**src/rtl/nv_rwsp_pkg.sv**
```systemverilog
// Shared constants and elaboration helpers for the rwsp RAM FIFO controller.
package nv_rwsp_pkg;

    localparam int NV_RWSP_WIDTH = 65;
    localparam int NV_RWSP_DEPTH = 8;
    localparam int NV_RWSP_AW    = 3;

    function automatic bit is_pow2(input int n);
        return (n >= 2) && ((n & (n - 1)) == 0);
    endfunction

    // True when the address width really is log2 of the depth.
    function automatic bit aw_matches(input int depth, input int aw);
        return $clog2(depth) == aw;
    endfunction

endpackage

```
**src/rtl/nv_rwsp_updn_cnt.sv**
```systemverilog
// Saturation-free up/down occupancy counter; simultaneous inc and dec cancel.
module nv_rwsp_updn_cnt #(
    parameter int W = 4
) (
    input  logic         clk,
    input  logic         rst,
    input  logic         inc_i,
    input  logic         dec_i,
    output logic [W-1:0] cnt_o
);

    logic [W-1:0] cnt_q;
    logic [W-1:0] cnt_d;

    always_comb begin
        cnt_d = cnt_q;
        if (inc_i && !dec_i) begin
            cnt_d = cnt_q + W'(1);
        end else if (dec_i && !inc_i) begin
            cnt_d = cnt_q - W'(1);
        end
    end

    always_ff @(posedge clk) begin
        if (rst) begin
            cnt_q <= '0;
        end else begin
            cnt_q <= cnt_d;
        end
    end

    assign cnt_o = cnt_q;

endmodule

```
**src/rtl/nv_ram_rwsp_fifo_ctrl.sv**
```systemverilog
// Valid/ready FIFO controller around an external 2-stage-read RAM; accept->rd_valid is 3 cycles.
// Backpressure: rd_ready low freezes the output reg and s1; wr_ready depends only on registered state.
module nv_ram_rwsp_fifo_ctrl
    import nv_rwsp_pkg::*;
#(
    parameter int WIDTH = NV_RWSP_WIDTH,
    parameter int DEPTH = NV_RWSP_DEPTH,
    parameter int AW    = NV_RWSP_AW
) (
    input  logic             clk,
    input  logic             rst,
    input  logic             wr_valid,
    output logic             wr_ready,
    input  logic [WIDTH-1:0] wr_pd,
    output logic             rd_valid,
    input  logic             rd_ready,
    output logic [WIDTH-1:0] rd_pd,
    output logic             ram_we,
    output logic [AW-1:0]    ram_wa,
    output logic [WIDTH-1:0] ram_di,
    output logic             ram_re,
    output logic [AW-1:0]    ram_ra,
    output logic             ram_ore,
    input  logic [WIDTH-1:0] ram_dout,
    output logic [31:0]      ram_pd,
    output logic [AW:0]      fifo_cnt,
    output logic             idle
);

    localparam logic [AW:0] DEPTH_C = (AW+1)'(DEPTH);

    logic [AW-1:0] wr_ptr_q, wr_ptr_d;
    logic [AW-1:0] rd_ptr_q, rd_ptr_d;
    logic          s1_vld_q, s1_vld_d;
    logic          s2_vld_q, s2_vld_d;
    logic [AW:0]   used;
    logic [AW:0]   unread;

    // A slot is released only when its data leaves the RAM array (ore), not at re.
    nv_rwsp_updn_cnt #(.W(AW+1)) u_used (
        .clk   (clk),
        .rst   (rst),
        .inc_i (ram_we),
        .dec_i (ram_ore),
        .cnt_o (used)
    );

    nv_rwsp_updn_cnt #(.W(AW+1)) u_unread (
        .clk   (clk),
        .rst   (rst),
        .inc_i (ram_we),
        .dec_i (ram_re),
        .cnt_o (unread)
    );

    always_comb begin
        wr_ready = !rst && (used < DEPTH_C);
        ram_we   = wr_valid && wr_ready;
        ram_ore  = !rst && s1_vld_q && (!s2_vld_q || rd_ready);
        ram_re   = !rst && (unread != '0) && (!s1_vld_q || ram_ore);
        rd_valid = !rst && s2_vld_q;
        fifo_cnt = rst ? '0 : used;
        idle     = rst || ((used == '0) && !s1_vld_q && !s2_vld_q);

        wr_ptr_d = ram_we ? wr_ptr_q + AW'(1) : wr_ptr_q;
        rd_ptr_d = ram_re ? rd_ptr_q + AW'(1) : rd_ptr_q;
        s1_vld_d = ram_re  || (s1_vld_q && !ram_ore);
        s2_vld_d = ram_ore || (s2_vld_q && !rd_ready);
    end

    always_ff @(posedge clk) begin
        if (rst) begin
            wr_ptr_q <= '0;
            rd_ptr_q <= '0;
            s1_vld_q <= 1'b0;
            s2_vld_q <= 1'b0;
        end else begin
            wr_ptr_q <= wr_ptr_d;
            rd_ptr_q <= rd_ptr_d;
            s1_vld_q <= s1_vld_d;
            s2_vld_q <= s2_vld_d;
        end
    end

    assign ram_wa = wr_ptr_q;
    assign ram_ra = rd_ptr_q;
    assign ram_di = wr_pd;
    assign rd_pd  = ram_dout;
    assign ram_pd = 32'd0;

    // Occupied slots are the `used` entries behind wr_ptr, so a write is safe only below DEPTH.
    always_ff @(posedge clk) begin
        if (!rst) begin
            assert (is_pow2(DEPTH) && aw_matches(DEPTH, AW));
            assert (used <= DEPTH_C);
            assert (unread <= used);
            assert (!ram_we || (used < DEPTH_C));
        end
    end

endmodule

```
**config.mk**
```make
export PLATFORM = sky130hd
export DESIGN_NAME = nv_ram_rwsp_fifo_ctrl
export DESIGN_NICKNAME = d
export VERILOG_FILES = /design/src/rtl/nv_rwsp_pkg.sv /design/src/rtl/nv_rwsp_updn_cnt.sv /design/src/rtl/nv_ram_rwsp_fifo_ctrl.sv
export SDC_FILE = /design/constraint.sdc
export NUM_CORES = 1
export LEC_CHECK = 0
export CORE_AREA = 2 2 121 123
export CTS_BUF_LIST = sky130_fd_sc_hd__clkbuf_4 sky130_fd_sc_hd__clkbuf_8 sky130_fd_sc_hd__clkbuf_16
export DETAILED_ROUTE_END_ITERATION = 8
export DIE_AREA = 0 0 123 125
export GPL_TIMING_DRIVEN = 0
export HOLD_SLACK_MARGIN = 0.03
export MAX_ROUTING_LAYER = met4
export PLACE_DENSITY_LB_ADDON = 0.2
export SLEW_MARGIN = 25
export SYNTH_ARGS = -nofsm -noshare
export SYNTH_HDL_FRONTEND = slang
export SYNTH_SLANG_ARGS = --single-unit
```
**constraint.sdc**
```tcl
create_clock -name clk -period 2.7 [get_ports clk]
set_clock_uncertainty 0.2 [all_clocks]
set_input_delay 0.54 -clock clk [delete_from_list [all_inputs] [get_ports clk]]
set_output_delay 0.54 -clock clk [all_outputs]
set_load 0.005 [all_outputs]
```
# Word level (Yosys, flattened, before mapping)
# Cells that the tools add are included.
# totals
output_inout_bits,178
wordCells,49
in_bits,134
regBits,16
# op_classes
n_reduce_logical,31
add_sub_neg,6
n_lt_le_gt_ge,1
mux,5
# op_table
operator,n
two-way mux 4 bit,5
logical AND 1 bit,15
"adder 4 x 1 -> 4 bit, second input constant",2
"subtractor 4 x 1 -> 4 bit, second input constant",2
zero test 1 bit,7
"adder 3 x 1 -> 3 bit, second input constant",2
logical OR 1 bit,5
zero test 4 bit,1
"< comparator 4 bit, second input constant",1
nonzero test 2 bit,2
nonzero test 4 bit,1

# Depth between registers and ports, before layout
# depth
word_depth,8
mapped_depth,10
ltp_nobuf,10

# By module
# From an unflattened synthesis, not the netlist that was laid out.
# hier_totals
hier_cells,265
area_unflattened_um2,2148.3
# by_module_without_submodules
mod,seq_area_each_um2,n_inst,cells_per_inst,area_each_um2
nv_ram_rwsp_fifo_ctrl,160.2,1,211,1657.8
nv_rwsp_updn_cnt,80.1,2,27,245.2

# Worst setup path after synthesis
# No wires, ideal clock.
# synth_timing
kind,input port to flip-flop
startpoint,input port wr_valid
endpoint,register u_unread.cnt_q[3] (netlist: u_unread.cnt_o[3])
t_required_ns,2.379
slack_ns,-0.025
stages,9
path_buffers,0
arrival_time_ns,2.404
setup_ns,0.121
path_cell_list,nor2b_1 > nor2b_1 > ha_1 > inv_1 > ha_1 > a21oi_1 > a211oi_1 > a31oi_1 > mux2_2
# synth_between
elab_chain_cells,4
word_cells_on_any_way,6
classes_between,mux: 1; reduce/logical: 5
# synth_lines
element,line_no,text
from (decl),nv_ram_rwsp_fifo_ctrl.sv:12,"input logic wr_valid,"
logical AND 1 bit (*),nv_ram_rwsp_fifo_ctrl.sv:58,ram_we = wr_valid && wr_ready;
via ram_we,nv_ram_rwsp_fifo_ctrl.sv:18,"output logic ram_we,"
zero test 1 bit,nv_rwsp_updn_cnt.sv:19,end else if (dec_i && !inc_i) begin
logical AND 1 bit,nv_rwsp_updn_cnt.sv:19,
nonzero test 2 bit (no line),n/a,
to (signal assigned),nv_rwsp_updn_cnt.sv:28,cnt_q <= cnt_d;
to (decl),nv_rwsp_updn_cnt.sv:12,logic [W-1:0] cnt_q;
# Mark *: on every way through the listed nets, which the timed path passes. The rest lies on a longest branch.
# A chain may end at the register's enable or synchronous reset.

# Final worst setup path
# layout_timing
startpoint,input port rst
endpoint,register u_used.cnt_q[3] (netlist: u_used.cnt_o[3])
# layout_between
elab_chain_cells,6
word_cells_on_any_way,11
classes_between,mux: 1; reduce/logical: 10
# layout_lines
element,line_no,text
from (decl),nv_ram_rwsp_fifo_ctrl.sv:11,"input logic rst,"
zero test 1 bit,n/a,
"logical AND 1 bit, on equally long branches","nv_ram_rwsp_fifo_ctrl.sv:59, nv_ram_rwsp_fifo_ctrl.sv:57",
"logical AND 1 bit, on equally long branches","nv_ram_rwsp_fifo_ctrl.sv:59, nv_ram_rwsp_fifo_ctrl.sv:58",
"zero test 1 bit, on equally long branches","nv_rwsp_updn_cnt.sv:17, nv_rwsp_updn_cnt.sv:19",
"logical AND 1 bit, on equally long branches","nv_rwsp_updn_cnt.sv:17, nv_rwsp_updn_cnt.sv:19",
two-way mux 4 bit or nonzero test 2 bit (tied branches),n/a,
to (signal assigned),nv_rwsp_updn_cnt.sv:28,
to (decl),nv_rwsp_updn_cnt.sv:12,
# Several ways; a longest one is shown, not always the timed one.

==> impl_metrics.ini <==
[floorplanning]
die_h_um = 125
fp.dieW_um = 123
initial_utilization = 0.150
core_um2 = 14200
die_area_um2 = 15400
ios = 312
std_cell_rows = 44

[drt]
average_wire_per_cell_in_the_routed_design_um = 9.40
route.detailed.drc = 0
drtIter0Drc = 33
drtPass1Iterations = 3
num_vias = 2036
routed_via_density = 3.20
route.final.wire_length_mm = 5.98
antenna_left = 0

[critical_path]
rr_startpoint = u_unread.cnt_o[0]
cpPeakStageDelay_ps = 340
critical_path.cell_chain = clkdlybuf4s15_2 > nand2b_1 > nand2b_1 > ha_4 > inv_6 > ha_4 > a21oi_4 > a211oi_2 > a31oi_1 > mux2_1
startpoint_type = input port
critPathSlowestCell = sky130_fd_sc_hd__mux2_1
cp_max_fo = 8
cp_data_arrival_time_ps = 2510
critical_path_cell_count = 10
cp_capture_point = u_used.cnt_o[3]
worstSetupEndpointType = register
crit_type = in2reg
reg2reg_to = u_unread.cnt_o[3]
worst-r2r-cell-count = 10
worst_setup_path_startpoint = rst
r2r_slack_ps = 180
critical_path.top_delay_family = adder cells
timing.critical_path.required_ps = 2630
buffers_inverters_on_critical_path = 2

[global_route]
number_of_global_route_vias_before_repair = 1842
grt_antenna_before_repair = 1
top_usage_layer = met2
track_usage = 0.0678
grt_first_pass_wirelength_mm = 8.20
gr-total-overflow = 0
grt_start_max_net_pins = 11
met1_usage = 0.0614
grtUsageMet2 = 0.133
grtUsageMet3 = 0.0169

[cells_and_area]
num-nets-final = 597
syn2layout_area_growth_pct = 97.4
fillCellCount = 1482
drive_gt1_frac = 0.428
layout.cells.non_filler = 636
highest_count_cells_in_the_layout_ignoring_fill_and_taps = 169 x sky130_fd_sc_hd__buf_4, 145 x sky130_fd_sc_hd__clkdlybuf4s50_1, 32 x sky130_fd_sc_hd__conb_1
layout.cells.most_common = sky130_fd_sc_hd__buf_4

[timing]
max_clock_freq_mhz = 388
timing_hold_violations_final = 0
period_share = 0.955
finalMaxSlewViolations = 0
final_period_minus_worst_setup_slack_ps = 2580
final.setup.tns_ps = 0
final-setup-viol-count = 0

[clocking]
clk_root_buffer_cell = sky130_fd_sc_hd__clkbuf_16
cts_max_path_buffers = 2
cts_tree = done
clock_latency_ps = 250
inserted_clock_buffers = 3
clkTransAtPathRegs_ps = 50
ctsHtreeMaxLevel = 1
tritoncts_num_sinks = 16

[yosys]
seq_area_frac_synth = 0.150
yosysTopAreaCellShare = 0.569
synth.cell_area_um2 = 2140
synthArstFlopShare = 0
synth_cell_types = 31
synth_enable_flop_cells = 0
count_of_yosys_warnings_during_synthesis = 0
synth-seq-cells = 16
synth_top_flop_cell = sky130_fd_sc_hd__dfxtp_1
synthesis.instances = 262
synth_top_cells_by_area = sky130_fd_sc_hd__buf_4 57%, sky130_fd_sc_hd__dfxtp_1 15%, sky130_fd_sc_hd__ha_1 4.7%
synthesis.area_per_instance_um2 = 8.15
synth_area_leader_cell = sky130_fd_sc_hd__buf_4

[place]
number_of_input_and_output_port_buffers_inserted = 149
place_inst = 626
hpwlAfterDp_mm = 5.23
globalplace.congestion = 0.699

[pwr]
power-per-cell-area_nw_per_um2 = 472
power.leakage_uw = 0.00197
worst_ir_drop_vdd_mv = 0.220

[run]
maxCapViolations = 0

[hold_path]
holdCritPathClass = reg2reg
hold-path-cell-count = 1

[run_status]
run_status = completed
[metrics by stage]
step | hold slack [ps] | util | instance area, um2 | power (uW) | setup WS [ps]
2_1_floorplan | 253 | - | 2250 | 1080 | 24.6
3_3_place_gp | 257 | 0.280 | 3980 | 1520 | -770
3_5_place_dp | 263 | 0.280 | 3980 | 1530 | -808
4_1_cts | 271 | 0.290 | 4130 | 1920 | 14.0
5_1_grt | 281 | 0.297 | 4220 | 2160 | -16.3
6_report | 266 | 0.297 | 4220 | 1990 | 120
[report_power, final]
group / total (uW) / internal (uW) / switching (uW)
sequential: 448 / 327 / 121
clock: 290 / 195 / 95.3
combinational: 1250 / 790 / 463
total: 1990 / 1310 / 680
[final cells by class]
class                   instances  area (um2)  share of cell area
diodes                          1        2.50            0.000594
plain buffers                 166        1240               0.293
clock buffers                   3        75.1              0.0178
inverters                       4        20.0             0.00475
multi-input cells             107         793               0.188
flip-flops and latches         16         320              0.0760
well taps                     184         230              0.0546
repair buffers                155        1540               0.365
[cells in the mapped netlist, drive strengths merged, types with 3 or more instances]
cell,instances
nand2,3
xnor2,4
mux2i,4
xor2,3
inv,4
nor2,19
ha,8
nor2b,9
dfxtp,16
a21oi,4
a211oi,3
buf,164
nand2b,4
[repair_timing]
action | CTS | global route
pin swaps | 1 | 5
setup buffers | 3 | 3
hold buffers | 0 | 0
endpoints found under the setup margin | 15 | 2
gates resized for setup | 14 | 13
[cell families after synthesis]
kind of cell,count (synthesis),share of synthesized area
xor gates and xnor gates,7,0.0287
DFF,16,0.150
adders and majority gates,10,0.0656
muxes,6,0.0293
AOI/OAI and AO/OA,12,0.0404
other,1,0.00176
and+or+nand+nor,40,0.0996
buffers and inverters,170,0.585
[layer usage]
layer,share of wire,up-vias
li1,-,1003
met3,0.14,4
met5,0,-
met4,0.012,0
met1,0.31,861
met2,0.54,168
[flip-flops by register name, summed over array words and instances, names as in the netlist]
name            count
s2_vld_q            1
ram_wa              3
ram_ra              3
u_unread.cnt_o      4
s1_vld_q            1
u_used.cnt_o        4
[worst min-delay path by stage]
stage	startpoint	endpoint	slack (ps)
floorplan	ram_ra[2]	ram_ra[2]	250
global placement	ram_ra[2]	ram_ra[2]	260
detailed placement	ram_ra[2]	ram_ra[2]	260
CTS	ram_ra[2]	ram_ra[2]	270
global route	ram_ra[2]	ram_ra[2]	280
finish	ram_ra[2]	ram_ra[2]	270
[worst reg2reg max path, cell delays in order (launching register included)]
cell and delay (ps):
sky130_fd_sc_hd__dfxtp_1 360, sky130_fd_sc_hd__nor4_2 450, sky130_fd_sc_hd__a211oi_4 80, sky130_fd_sc_hd__inv_1 120, sky130_fd_sc_hd__ha_4 150, sky130_fd_sc_hd__inv_2 60, sky130_fd_sc_hd__ha_4 230, sky130_fd_sc_hd__a21oi_2 160
sky130_fd_sc_hd__a211oi_1 90, sky130_fd_sc_hd__a31oi_1 170, sky130_fd_sc_hd__mux2_2 350
Power figures use the tool's default switching activity.
